--- src/rtl/adc_spi_cfg_sequencer_pkg.sv ---
// Shared types for the AD9648 configuration sequencer: table entry layout,
// transfer-register constants, FSM state encoding and the default register table.
package adc_spi_pkg;

    localparam int          MAX_ENTRIES  = 8;
    localparam logic [12:0] REG_TRANSFER = 13'h0FF;
    localparam logic [7:0]  XFER_VAL     = 8'h01;

    typedef struct packed {
        logic        dev;
        logic [12:0] addr;
        logic [7:0]  data;
        logic [7:0]  mask;
        logic        verify;
    } cfg_entry_t;

    typedef cfg_entry_t [MAX_ENTRIES-1:0] cfg_table_t;

    typedef enum logic [3:0] {
        ST_IDLE,
        ST_PWRUP,
        ST_WR_ISSUE,
        ST_WR_WAIT,
        ST_RD_ISSUE,
        ST_RD_WAIT,
        ST_CHECK,
        ST_NEXT,
        ST_XFER_ISSUE,
        ST_XFER_WAIT,
        ST_DONE,
        ST_ERROR
    } seq_state_t;

    function automatic cfg_entry_t mk_entry(input logic dev, input logic [12:0] addr,
                                            input logic [7:0] data, input logic [7:0] mask,
                                            input logic verify);
        cfg_entry_t e;
        e.dev    = dev;
        e.addr   = addr;
        e.data   = data;
        e.mask   = mask;
        e.verify = verify;
        return e;
    endfunction

    // Both converters: power mode, output mode, clock phase, VREF (3-bit field only).
    function automatic cfg_table_t default_table();
        cfg_table_t t;
        t    = '0;
        t[0] = mk_entry(1'b0, 13'h008, 8'h00, 8'hFF, 1'b1);
        t[1] = mk_entry(1'b0, 13'h014, 8'h01, 8'hFF, 1'b1);
        t[2] = mk_entry(1'b0, 13'h016, 8'h80, 8'hFF, 1'b0);
        t[3] = mk_entry(1'b0, 13'h018, 8'h04, 8'h07, 1'b1);
        t[4] = mk_entry(1'b1, 13'h008, 8'h00, 8'hFF, 1'b1);
        t[5] = mk_entry(1'b1, 13'h014, 8'h01, 8'hFF, 1'b1);
        t[6] = mk_entry(1'b1, 13'h016, 8'h80, 8'hFF, 1'b0);
        t[7] = mk_entry(1'b1, 13'h018, 8'h04, 8'h07, 1'b1);
        return t;
    endfunction

    localparam cfg_table_t DEFAULT_TABLE = default_table();

endpackage

--- src/rtl/adc_spi_cfg_sequencer_if.sv ---
// Command/response channel between the config sequencer (master) and the
// AD9648 serial-port engine (slave).
interface adc_spi_cfg_sequencer_if;

    logic        cmd_valid;
    logic        cmd_ready;
    logic        cmd_rw;
    logic        cmd_dev;
    logic [12:0] cmd_addr;
    logic [7:0]  cmd_wdata;
    logic        rsp_valid;
    logic [7:0]  rsp_rdata;

    modport master (
        output cmd_valid, cmd_rw, cmd_dev, cmd_addr, cmd_wdata,
        input  cmd_ready, rsp_valid, rsp_rdata
    );

    modport slave (
        input  cmd_valid, cmd_rw, cmd_dev, cmd_addr, cmd_wdata,
        output cmd_ready, rsp_valid, rsp_rdata
    );

endinterface

--- src/rtl/adc_spi_cfg_sequencer_rom.sv ---
// Combinational register table lookup; indices past the table read as all-zero.
// Also reports whether any entry targets the second device.
module adc_cfg_rom
    import adc_spi_pkg::*;
#(
    parameter int         NUM_ENTRIES = 8,
    parameter cfg_table_t CFG_TABLE   = DEFAULT_TABLE,
    localparam int        IDX_W       = $clog2(NUM_ENTRIES + 1)
) (
    input  logic [IDX_W-1:0] i_idx,
    output cfg_entry_t       o_entry,
    output logic             o_any_dev1
);

    localparam int SEL_W = $clog2(MAX_ENTRIES);

    always_comb begin
        o_entry = '0;
        if (i_idx < IDX_W'(NUM_ENTRIES))
            o_entry = CFG_TABLE[SEL_W'(i_idx)];
    end

    always_comb begin
        o_any_dev1 = 1'b0;
        for (int i = 0; i < NUM_ENTRIES; i++)
            o_any_dev1 = o_any_dev1 | CFG_TABLE[i].dev;
    end

endmodule

--- src/rtl/adc_spi_cfg_sequencer.sv ---
// Power-up configuration sequencer: waits out ADC power-up, walks the register
// table with optional masked readback and retries, then issues the transfer write.
module adc_spi_cfg_sequencer
    import adc_spi_pkg::*;
#(
    parameter int         NUM_ENTRIES  = 8,
    parameter int         PWRUP_CYCLES = 26000,
    parameter int         MAX_RETRY    = 3,
    parameter int         RSP_TIMEOUT  = 65535,
    parameter cfg_table_t CFG_TABLE    = DEFAULT_TABLE,
    localparam int        IDX_W        = $clog2(NUM_ENTRIES + 1)
) (
    input  logic                     sys_clk,
    input  logic                     reset_n,
    input  logic                     start,
    adc_spi_cfg_sequencer_if.master  bus,
    output logic                     busy,
    output logic                     done,
    output logic                     error,
    output logic [IDX_W-1:0]         err_index,
    output logic [7:0]               err_rdata
);

    localparam int PW_W  = $clog2(PWRUP_CYCLES + 1);
    localparam int TMO_W = $clog2(RSP_TIMEOUT + 1);
    localparam int RT_W  = (MAX_RETRY > 0) ? $clog2(MAX_RETRY + 1) : 1;

    seq_state_t       r_state;
    logic [IDX_W-1:0] r_idx;
    logic [RT_W-1:0]  r_retry;
    logic [PW_W-1:0]  r_pwr_cnt;
    logic [TMO_W-1:0] r_tmo_cnt;
    logic [7:0]       r_rdata;
    logic             r_xfer_dev;
    logic             r_cmd_valid;
    logic             r_busy;
    logic             r_done;
    logic             r_error;
    logic [IDX_W-1:0] r_err_index;
    logic [7:0]       r_err_rdata;

    cfg_entry_t       w_entry;
    logic             w_any_dev1;
    logic             w_hs;
    logic             w_tmo_last;
    logic             w_match;

    adc_cfg_rom #(
        .NUM_ENTRIES (NUM_ENTRIES),
        .CFG_TABLE   (CFG_TABLE)
    ) u_rom (
        .i_idx      (r_idx),
        .o_entry    (w_entry),
        .o_any_dev1 (w_any_dev1)
    );

    assign w_hs       = r_cmd_valid & bus.cmd_ready;
    assign w_tmo_last = (r_tmo_cnt == TMO_W'(RSP_TIMEOUT - 1));
    assign w_match    = (((r_rdata ^ w_entry.data) & w_entry.mask) == 8'h00);

    always_ff @(posedge sys_clk or negedge reset_n) begin
        if (!reset_n) begin
            r_state     <= ST_IDLE;
            r_idx       <= '0;
            r_retry     <= '0;
            r_pwr_cnt   <= '0;
            r_tmo_cnt   <= '0;
            r_rdata     <= '0;
            r_xfer_dev  <= 1'b0;
            r_cmd_valid <= 1'b0;
            r_busy      <= 1'b0;
            r_done      <= 1'b0;
            r_error     <= 1'b0;
            r_err_index <= '0;
            r_err_rdata <= '0;
        end else begin
            unique case (r_state)
                ST_IDLE, ST_DONE, ST_ERROR: begin
                    if (start) begin
                        r_state     <= ST_PWRUP;
                        r_busy      <= 1'b1;
                        r_done      <= 1'b0;
                        r_error     <= 1'b0;
                        r_err_index <= '0;
                        r_err_rdata <= '0;
                        r_idx       <= '0;
                        r_retry     <= '0;
                        r_pwr_cnt   <= '0;
                    end
                end
                ST_PWRUP: begin
                    if (r_pwr_cnt == PW_W'(PWRUP_CYCLES - 1)) begin
                        r_state     <= ST_WR_ISSUE;
                        r_cmd_valid <= 1'b1;
                    end else begin
                        r_pwr_cnt <= r_pwr_cnt + 1'b1;
                    end
                end
                ST_WR_ISSUE, ST_RD_ISSUE, ST_XFER_ISSUE: begin
                    if (w_hs) begin
                        r_cmd_valid <= 1'b0;
                        r_tmo_cnt   <= '0;
                        r_state     <= (r_state == ST_WR_ISSUE) ? ST_WR_WAIT :
                                       (r_state == ST_RD_ISSUE) ? ST_RD_WAIT : ST_XFER_WAIT;
                    end
                end
                ST_WR_WAIT, ST_RD_WAIT, ST_XFER_WAIT: begin
                    r_tmo_cnt <= r_tmo_cnt + 1'b1;
                    if (bus.rsp_valid) begin
                        if (r_state == ST_WR_WAIT) begin
                            if (w_entry.verify) begin
                                r_state     <= ST_RD_ISSUE;
                                r_cmd_valid <= 1'b1;
                            end else begin
                                r_state <= ST_NEXT;
                            end
                        end else if (r_state == ST_RD_WAIT) begin
                            r_rdata <= bus.rsp_rdata;
                            r_state <= ST_CHECK;
                        end else if (!r_xfer_dev && w_any_dev1) begin
                            r_xfer_dev  <= 1'b1;
                            r_state     <= ST_XFER_ISSUE;
                            r_cmd_valid <= 1'b1;
                        end else begin
                            r_state <= ST_DONE;
                            r_busy  <= 1'b0;
                            r_done  <= 1'b1;
                        end
                    end else if (w_tmo_last) begin
                        r_state     <= ST_ERROR;
                        r_busy      <= 1'b0;
                        r_error     <= 1'b1;
                        r_err_index <= r_idx;
                        r_err_rdata <= '0;
                    end
                end
                ST_CHECK: begin
                    if (w_match) begin
                        r_state <= ST_NEXT;
                    end else if (r_retry < RT_W'(MAX_RETRY)) begin
                        r_retry     <= r_retry + 1'b1;
                        r_state     <= ST_WR_ISSUE;
                        r_cmd_valid <= 1'b1;
                    end else begin
                        r_state     <= ST_ERROR;
                        r_busy      <= 1'b0;
                        r_error     <= 1'b1;
                        r_err_index <= r_idx;
                        r_err_rdata <= r_rdata;
                    end
                end
                ST_NEXT: begin
                    r_retry     <= '0;
                    r_cmd_valid <= 1'b1;
                    // Transfer phase parks idx at NUM_ENTRIES so a timeout reports the transfer step.
                    if (r_idx == IDX_W'(NUM_ENTRIES - 1)) begin
                        r_idx      <= IDX_W'(NUM_ENTRIES);
                        r_xfer_dev <= 1'b0;
                        r_state    <= ST_XFER_ISSUE;
                    end else begin
                        r_idx   <= r_idx + 1'b1;
                        r_state <= ST_WR_ISSUE;
                    end
                end
                default: begin
                    r_state     <= ST_IDLE;
                    r_cmd_valid <= 1'b0;
                end
            endcase
        end
    end

    // Command fields decode from registered state/index, so they hold while stalled.
    always_comb begin
        bus.cmd_rw    = 1'b0;
        bus.cmd_dev   = 1'b0;
        bus.cmd_addr  = '0;
        bus.cmd_wdata = '0;
        case (r_state)
            ST_WR_ISSUE: begin
                bus.cmd_dev   = w_entry.dev;
                bus.cmd_addr  = w_entry.addr;
                bus.cmd_wdata = w_entry.data;
            end
            ST_RD_ISSUE: begin
                bus.cmd_rw   = 1'b1;
                bus.cmd_dev  = w_entry.dev;
                bus.cmd_addr = w_entry.addr;
            end
            ST_XFER_ISSUE: begin
                bus.cmd_dev   = r_xfer_dev;
                bus.cmd_addr  = REG_TRANSFER;
                bus.cmd_wdata = XFER_VAL;
            end
            default: ;
        endcase
    end

    assign bus.cmd_valid = r_cmd_valid;
    assign busy          = r_busy;
    assign done          = r_done;
    assign error         = r_error;
    assign err_index     = r_err_index;
    assign err_rdata     = r_err_rdata;

endmodule

--- src/flat_wrapper.sv ---
// flat-port wrapper written by rule: the top's interface ports become plain ports
module adc_spi_cfg_sequencer_flat import adc_spi_pkg::*;
#(
    parameter int         NUM_ENTRIES  = 8,
    parameter int         PWRUP_CYCLES = 26000,
    parameter int         MAX_RETRY    = 3,
    parameter int         RSP_TIMEOUT  = 65535,
    parameter cfg_table_t CFG_TABLE    = DEFAULT_TABLE,
    localparam int        IDX_W        = $clog2(NUM_ENTRIES + 1)
)
  (sys_clk, reset_n, start, busy, done, error, err_index, err_rdata, bus_cmd_valid, bus_cmd_rw, bus_cmd_dev, bus_cmd_addr, bus_cmd_wdata, bus_cmd_ready, bus_rsp_valid, bus_rsp_rdata);
  adc_spi_cfg_sequencer_if bus_i ();
  input  logic sys_clk;
  input  logic reset_n;
  input  logic start;
  output logic busy;
  output logic done;
  output logic error;
  output logic [IDX_W-1:0] err_index;
  output logic [7:0] err_rdata;
  output wire logic [$bits(bus_i.cmd_valid)-1:0] bus_cmd_valid;
  output wire logic [$bits(bus_i.cmd_rw)-1:0] bus_cmd_rw;
  output wire logic [$bits(bus_i.cmd_dev)-1:0] bus_cmd_dev;
  output wire logic [$bits(bus_i.cmd_addr)-1:0] bus_cmd_addr;
  output wire logic [$bits(bus_i.cmd_wdata)-1:0] bus_cmd_wdata;
  input wire logic [$bits(bus_i.cmd_ready)-1:0] bus_cmd_ready;
  input wire logic [$bits(bus_i.rsp_valid)-1:0] bus_rsp_valid;
  input wire logic [$bits(bus_i.rsp_rdata)-1:0] bus_rsp_rdata;
  assign bus_cmd_valid = bus_i.cmd_valid;
  assign bus_cmd_rw = bus_i.cmd_rw;
  assign bus_cmd_dev = bus_i.cmd_dev;
  assign bus_cmd_addr = bus_i.cmd_addr;
  assign bus_cmd_wdata = bus_i.cmd_wdata;
  assign bus_i.cmd_ready = bus_cmd_ready;
  assign bus_i.rsp_valid = bus_rsp_valid;
  assign bus_i.rsp_rdata = bus_rsp_rdata;
  adc_spi_cfg_sequencer #(.NUM_ENTRIES(NUM_ENTRIES), .PWRUP_CYCLES(PWRUP_CYCLES), .MAX_RETRY(MAX_RETRY), .RSP_TIMEOUT(RSP_TIMEOUT), .CFG_TABLE(CFG_TABLE)) u_core (.sys_clk(sys_clk), .reset_n(reset_n), .start(start), .bus(bus_i), .busy(busy), .done(done), .error(error), .err_index(err_index), .err_rdata(err_rdata));
endmodule
--- config.mk ---
export PLATFORM = sky130hd
export DESIGN_NAME = adc_spi_cfg_sequencer_flat
export DESIGN_NICKNAME = d
export VERILOG_FILES = /design/src/rtl/adc_spi_cfg_sequencer_pkg.sv /design/src/rtl/adc_spi_cfg_sequencer_if.sv /design/src/rtl/adc_spi_cfg_sequencer_rom.sv /design/src/rtl/adc_spi_cfg_sequencer.sv /design/src/flat_wrapper.sv
export SDC_FILE = /design/constraint.sdc
export NUM_CORES = 1
export LEC_CHECK = 0
export ABC_AREA = 1
export CORE_MARGIN = 2
export CORE_UTILIZATION = 35
export DETAILED_ROUTE_END_ITERATION = 12
export HOLD_SLACK_MARGIN = 0.05
export RECOVER_POWER = 100
export SYNTH_ARGS = -nofsm -noshare
export SYNTH_HDL_FRONTEND = slang
export SYNTH_HIERARCHICAL = 1
export SYNTH_SLANG_ARGS = --single-unit
--- constraint.sdc ---
create_clock -name sys_clk -period 5 [get_ports sys_clk]
set_input_delay 1 -clock sys_clk [delete_from_list [all_inputs] [get_ports sys_clk]]
set_output_delay 1 -clock sys_clk [all_outputs]
set_load 0.1 [all_outputs]
* Word level (Yosys, flattened, before mapping)
Memory sizes are Yosys's and may differ from the RTL's.
Index checks and enable logic that the tools add are counted.
** Operators by class
- Multipliers :: 0
- Shifts and indexed selects :: 0
- Add/sub/neg operators :: 4
- Mux-type cells :: 79
- Div/mod/pow operators :: 0
- Magnitude comparators :: 3
- Bitwise operators :: 5
- Equal/unequal tests :: 35
- Reductions and logical operators :: 24
** Operators with widths (number)
- two-way mux 4 bit :: 18
- two-way mux 31 bit :: 2
- two-way mux 8 bit :: 5
- case mux 16 bit (2 select lines) :: 1
- two-way mux 1 bit :: 31
- two-way mux 15 bit :: 2
- case mux 15 bit (2 select lines) :: 1
- case mux 13 bit (2 select lines) :: 1
- case mux 4 bit (6 select lines) :: 1
- case mux 8 bit (3 select lines) :: 1
- == test 4 x 3 -> 1 bit (second input constant) :: 5
- adder 16 x 1 -> 16 bit (second input constant) :: 1
- == test 16 bit (second input constant) :: 1
- == test 4 bit (second input constant) :: 4
- two-way mux 16 bit :: 1
- != test 2 bit (second input constant) :: 8
- case mux 8 bit (2 select lines) :: 1
- adder 15 x 1 -> 15 bit (second input constant) :: 1
- == test 15 bit (second input constant) :: 1
- != test 2 x 1 -> 1 bit (second input constant) :: 6
- != test 3 bit (second input constant) :: 4
- case mux 4 bit (3 select lines) :: 1
- AND reduction 4 bit :: 3
- AND reduction 6 bit :: 2
- other kinds (29) :: 48
** Word-level totals
- Bits in registers :: 66
- Output and inout bits :: 39
- ROM bits :: 248
- Word-level logic and storage cells :: 164
- RAM bits :: 0
- Bits in latches :: 0
- Input bits :: 13
- Memories :: 1
** Memory list
- (name not given) :: depth 8, width 31, read ports 1, clocked after memory_dff 0, wr ports 0, line adc_spi_cfg_sequencer_rom.sv:20 : o_entry = CFG_TABLE[SEL_W'(i_idx)];

* Depth between registers and ports, before layout
Gate-level depths: netlist (run 1).
- Word-level depth :: 8
- Depth in mapped cells :: 16
- Depth with buffers taken out :: 15

* By module
Netlist (run 1), hierarchy kept.
** By module, submodules not included
- adc_spi_cfg_sequencer :: sequential area each 1651.6 um2, area each 4129.0 um2, instances 1, cells each 600
- adc_cfg_rom :: sequential area each 0.0 um2, area each 322.8 um2, instances 1, cells each 48

* Worst setup path after synthesis (run 1)
OpenSTA, ideal clock, no wires.
- Kind :: reg-to-output
- Start :: register u_core.r_state[1]
- End :: output bus_cmd_dev
- Stages on the path, launching flop included :: 5
- Path slack :: 0.997 ns
- Arrival time :: 3.003 ns
- Buffers on the path :: 1
- Required time :: 4.000 ns
- Path through :: dfrtp_1 -> nor2_1 -> nand2_1 -> clkbuf_1 -> o21ai_0
** Between the ends
- Cells in the longest elaborated chain, start to end :: 3
- Elaborated cells between the ends (all ways) :: 5
- Those cells by class :: 3 x eq/ne; 1 x mux; 1 x reduce/logical
** RTL lines
- from (decl) :: line adc_spi_cfg_sequencer.sv:28 : seq_state_t r_state;
- from (signal assigned) :: line adc_spi_cfg_sequencer.sv:103 : r_state <= (r_state == ST_WR_ISSUE) ? ST_WR_WAIT :
- == test 4 x 3 -> 1 bit / == test 4 x 2 -> 1 bit (equally long branches) :: line adc_spi_cfg_sequencer.sv:179 : case (r_state)
- OR reduction 2 bit (no source line)
- case mux 1 bit (2 select lines) (*) :: line adc_spi_cfg_sequencer.sv:179
- to (decl) :: line flat_wrapper.sv:23 : output wire logic [$bits(bus_i.cmd_dev)-1:0] bus_cmd_dev;
Every way passes the cells marked *; elsewhere a longest branch is shown, timed or not.

* Final worst setup path (run 1)
Ends and elaborated chain as after synthesis.

==> metrics.txt, run 1 <==
initial core utilization=35.57%; Avg Inst Size Synth=6.870 um^2; Async S/R FF share, synth=100.0%; Worst-Margin Slew=1.939 ns; R2R depth=7; worst min path class=register to register; Residual DRC=0; pin count of the biggest net entering global routing=35; Synth area leader=dfrtp_1; final core occ=41.25%; # IOs=52; Die Ht=116.8 um; Worst R2R End=u_core/r_pwr_cnt[4]; port bufs=41; Hold Path Cell Cnt=2; Worst Setup End Kind=output port; kind of critical path=register to output port; initial antenna violation count=0; most common cell in the synthesized netlist=nand2_1; Yosys reg bits=66; status=finished with violations; post-route ant nets=0; min Tclk post-route=3.996 ns; synth cell count leaders=nand2_1, inv_1, nor2_1; post-synth cell types=39; VDD IR max=0.0003502 V; GR Overflow Total=0; maximum clock insertion buffer count=2; initial drt markers=333; Avg WL per Cell=12.66 um; vias per std cell=4.689; first-pass GRT wire length=18.39 mm; Reg2Reg Setup Slack=1.91 ns; endpoints failing setup=0; diode count=0; # rows=41; clock-pin transition on the worst setup and hold timing paths=0.06 ns; synth top area cells=dfrtp_1, nand2_1, inv_1; Relative slew margins=-29.28%; Slew Limit Fails=97; Post-synth EDFFs=0; Layout Skew=0.005041 ns; yosys warns=6; nets@finish=704; Final Hold Vio Count=0; most used flip-flop cell after synthesis=dfrtp_1; RSZ-0062 raised after global routing=no; GRT Total Usage=17.15%; hold_buf cts=0; Hold Path Sink=u_core/err_rdata[7]; FF-to-FF Start=u_core/r_state[0]; TritonCTS clock tree=built; Leak=2.647 nW; # resized after CTS=0; Hold Startpoint=u_core/err_rdata[7]; violated checks=max-capacitance violations, max-slew violations; setup TNS=0 ns; Core ar.=12520 um^2; Num CTS Buffers=9; Post-CTS Setup Inserts=0; die area=13640 um^2; Post-DP HPWL=8.122 mm; vias=4014; Worst-Skew Late Latency=0.33 ns; Final period util=79.93%; Req. time, crit path=4.00 ns; crit path DAT=3.00 ns; Syn-to-layout area delta=15.99%; drt total wl=10.84 mm; vias in the first global route=3881; H-tree depth=3; die extent in x=116.8 um; Max Cap Viol=3; share of cells above drive strength 1=4.386%; RePlAce Congestion=0.8442; worst-path maximum fanout=11; netlist area before placement=4452 um^2; Startpoint Class=register; sequential element share of the synthesized area=37.10%; Syn Inst Count=648; Pre-Repair DR Iteration Count=6; Max Clk Rate=0.2502 GHz; PD cells=607.7 nW/um^2; clock sink total=66; root buf cell=clkbuf_16; top-area cell type share of the netlist area=37.10%
[state kept, by name (all words and copies together) (netlist names)]
name,count
u_core/r_tmo_cnt,16
u_core/r_pwr_cnt,15
u_core/err_rdata,8
u_core/r_rdata,8
u_core/err_index,4
u_core/r_idx,4
u_core/r_state,4
u_core/r_retry,2
u_core/bus.cmd_valid,1
u_core/busy,1
u_core/done,1
u_core/error,1
u_core/r_xfer_dev,1
[layout by cell type, fill, tap and decap left out, types with 3 or more instances in the layout]
cell,n
clkbuf_1,3
o22ai_1,6
conb_1,15
nand2_1,180
xor2_1,14
inv_1,91
nand3_1,61
a21oi_1,10
dlygate4sd3_1,31
o21ai_0,39
nand2_2,4
nor3_1,8
ha_1,11
dfrtp_1,66
inv_2,4
nand4_1,9
clkbuf_16,9
nor2_1,87
clkdlybuf4s50_1,9
[worst max-delay path by stage]
stage	cells after the start	from	to	slack (ns)
6_report	7	u_core/r_state[1]	bus_cmd_dev	1.00
5_1_grt	2	reset_n	u_core/busy	0.63
4_1_cts	6	u_core/r_state[3]	bus_cmd_dev	1.03
3_5_place_dp	6	u_core/r_state[3]	bus_cmd_dev	1.40
3_3_place_gp	6	u_core/r_state[3]	bus_cmd_dev	1.44
2_1_floorplan	4	u_core/r_state[1]	bus_cmd_dev	1.0
[layout make-up]
cell class,count,area [um^2]
clock buffer,11,242.7
clock inverter,4,76.32
fill,1347,7353
inverter,96,361.6
multi-input combinational,465,2208
sequential,66,1652
tap,172,215.2
timing repair buffer,42,407.9
[power by group]
| group | total, W | switching, W | internal [W] |
|---|---|---|---|
| combinational | 0.00173 | 0.00139 | 0.000338 |
| clock | 0.000681 | 0.000233 | 0.000448 |
| sequential | 0.000727 | 0.0000878 | 0.000639 |
[worst max-delay path, cell delays in order (launching register included)]
cell and delay (ns):
dfrtp_1 0.42, inv_1 0.13, nor2_1 0.14, nand2_1 0.31, nand2_2 0.30, nand2_1 0.07
o21ai_0 0.07, dlygate4sd3_1 1.22
[logic make-up (layout without fill, tap and decap cells)]
| family | after synthesis | in the layout | synth area share, % |
|---|---|---|---|
| other | 2 | 15 | 0.1687 |
| DFF | 66 | 66 | 37.10 |
| buffers and inverters | 130 | 153 | 13.66 |
| AOI/OAI and AO/OA | 67 | 67 | 8.882 |
| xor gates and xnor gates | 15 | 15 | 2.951 |
| and+or+nand+nor | 357 | 357 | 34.15 |
| adders and majority gates | 11 | 11 | 3.092 |
[stage by stage]
stage	cell area, um^2	setup slack (ns)	total power (W)	cells	hold WS, ns
2_1_floorplan	4501	0.9969	0.002220	661	0.4570
3_3_place_gp	4882	1.438	0.002537	841	0.4632
3_5_place_dp	4882	1.404	0.002550	841	0.4629
4_1_cts	5201	1.035	0.003242	856	0.4797
5_1_grt	5164	0.6341	0.003349	856	0.5068
6_report	5164	1.004	0.003138	856	0.4740
[layer usage]
metal  up-vias  share of wire [%]  track usage [%]
li1       2055                  -                -
met1      1875                 46            21.55
met2        76                 49            30.40
met3         8                3.6            3.244
met4         0               0.96            4.392
met5         -                  0                0
Power figures use the tool's default switching activity.
==> run 2, diff against run 1 <==
==> constraint.sdc (replaced) <==
create_clock -name sys_clk -period 3.6 [get_ports sys_clk]
set_input_delay 0.72 -clock sys_clk [delete_from_list [all_inputs] [get_ports sys_clk]]
set_output_delay 0.72 -clock sys_clk [all_outputs]
set_load 0.1 [all_outputs]
==> run 2 against run 1 <==
Compared with the run above:
- the flow finishes with violations (max-slew violations)
- via count fell by 0.42%
- register-to-register slack got worse by 1.3 ns
- first-iteration DRC count fell by 36%
- design area fell by 2.1%
- flip-flop and latch count did not move
- setup slack got worse by 0.53 ns
- non-clock buffer count did not move
- largest cell class unchanged
- highest routed layer unchanged
==> metrics.txt, run 2 (synthesis results as in run 1) <==
Post-DP HPWL=7.863 mm; initial core utilization=35.57%; die extent in x=116.8 um; endpoints failing setup=0; share of cells above drive strength 1=4.964%; Max Cap Viol=0; Layout Cells excl Fill=857; Fill cells=1338; clock sink total=66; # resized after CTS=0; initial drt markers=212; min Tclk post-route=3.126 ns; Worst R2R End=u_core/r_pwr_cnt[6]; worst-path cell chain=inv_1, ha_1, inv_1, nor2_1, inv_1, nor2_1, clkbuf_1; first-pass GRT wire length=18.06 mm; Max Clk Rate=0.3199 GHz; Relative slew margins=-19.60%; Core ar.=12520 um^2; max reg flops=16; most frequent cells in the layout=nand2_1, inv_1, nor2_1; Req. time, crit path=2.88 ns; Syn-to-layout area delta=13.52%; vias in the first global route=3840; GRT Total Usage=16.72%; violated checks=max-slew violations; diode count=0; Post-CTS Setup Inserts=0; FF-to-FF Start=u_core/r_state[0]; # rows=41; pin count of the biggest net entering global routing=50; initial antenna violation count=0; Final Hold Vio Count=0; vias per std cell=4.664; TritonCTS clock tree=built; Avg WL per Cell=12.36 um; Crit. Startpoint=u_core/r_idx[0]; post-route ant nets=0; placed cell count=841; Startpoint Class=register; root buf cell=clkbuf_16; Residual DRC=0; clock-pin transition on the worst setup and hold timing paths=0.06 ns; status=finished with violations; Largest stage delay, worst path=0.87 ns; Worst-Margin Slew=1.787 ns; RePlAce Congestion=0.8559; Slew Limit Fails=10; Num CTS Buffers=9; maximum clock insertion buffer count=2; RSZ-0062 raised after global routing=no; kind of critical path=register to output port; Worst Setup End Kind=output port; nets@finish=704; # IOs=52; VDD IR max=0.0004623 V; worst min path class=register to register; port bufs=41; H-tree depth=3; area of the multi-input gates=2180 um^2; biggest regs=u_core/r_tmo_cnt x16, u_core/r_pwr_cnt x15; crit path capture=bus_cmd_wdata[7]; Worst-Skew Late Latency=0.33 ns; cell mode on critical path=inv_1; R2R depth=7; PD cells=840.5 nW/um^2; GR Overflow Total=0; vias=3997; Final period util=86.84%; worst-path maximum fanout=6; Layout Skew=0.004552 ns; Seq. cell area=1652 um^2; Pre-Repair DR Iteration Count=5; drt total wl=10.59 mm; Critical-path top delay cell=clkbuf_1; most common cell after layout, fill and taps aside=nand2_1; die area=13640 um^2; hold_buf cts=0; Die Ht=116.8 um; setup TNS=0 ns; most flop-heavy register=u_core/r_tmo_cnt; Leak=2.584 nW; crit path DAT=2.41 ns; Reg2Reg Setup Slack=0.62 ns
-- run 2: layer usage --
layer  track usage, %  vias to the layer above  wire length (um)
li1                 -                     2062                 -
met1            22.41                     1838              5040
met2            27.44                       85              5004
met3            3.141                       12               414
met4            5.412                        0               133
met5                0                        -                 0
-- run 2: worst min path at each step --
| stage | startpoint | endpoint | slack (ns) | cells after the start |
|---|---|---|---|---|
| finish | u_core/err_rdata[4] | u_core/err_rdata[4] | 0.47 | 2 |
| global route | u_core/err_rdata[3] | u_core/err_rdata[3] | 0.50 | 2 |
| CTS | u_core/err_rdata[4] | u_core/err_rdata[4] | 0.48 | 2 |
| detailed placement | u_core/err_rdata[4] | u_core/err_rdata[4] | 0.46 | 2 |
| global placement | u_core/err_rdata[5] | u_core/err_rdata[5] | 0.47 | 2 |
| floorplan | reset_n | u_core/bus.cmd_valid | 0.42 | 0 |
-- run 2: layout make-up --
type                       count  area share (%)
sequential                    66           32.68
inverter                      96           7.155
multi-input combinational    465           43.13
tap                          172           4.258
timing repair buffer          42           6.759
clock buffer                  10           4.729
clock inverter                 6           1.287
-- run 2: metrics by stage --
step | hold slack (ns) | worst slack (ns) | total power, W | utilization [%] | area [um^2]
floorplan | 0.4244 | 0.6317 | 0.003084 | - | 4501
global placement | 0.4673 | 1.262 | 0.003491 | 38.74 | 4850
detailed placement | 0.4639 | 1.190 | 0.003507 | 38.74 | 4850
CTS | 0.4778 | 0.8221 | 0.004425 | 41.17 | 5154
global route | 0.4966 | 0.3317 | 0.004552 | 40.37 | 5054
finish | 0.4673 | 0.4736 | 0.004247 | 40.37 | 5054
-- run 2: critical path, delay by kind of cell (launching register included) --
family                   cells  cell delay (ns)
AND/OR/NAND/NOR              2             0.31
buffers and inverters        4             1.14
adder cells (fa/ha/maj)      1             0.16
flip-flops                   1             0.45
-- run 2: where the power goes --
part,internal (W),switching [W]
sequential,0.000887,0.000120
combinational,0.000426,0.00192
clock,0.000556,0.000338
total,0.00187,0.00238
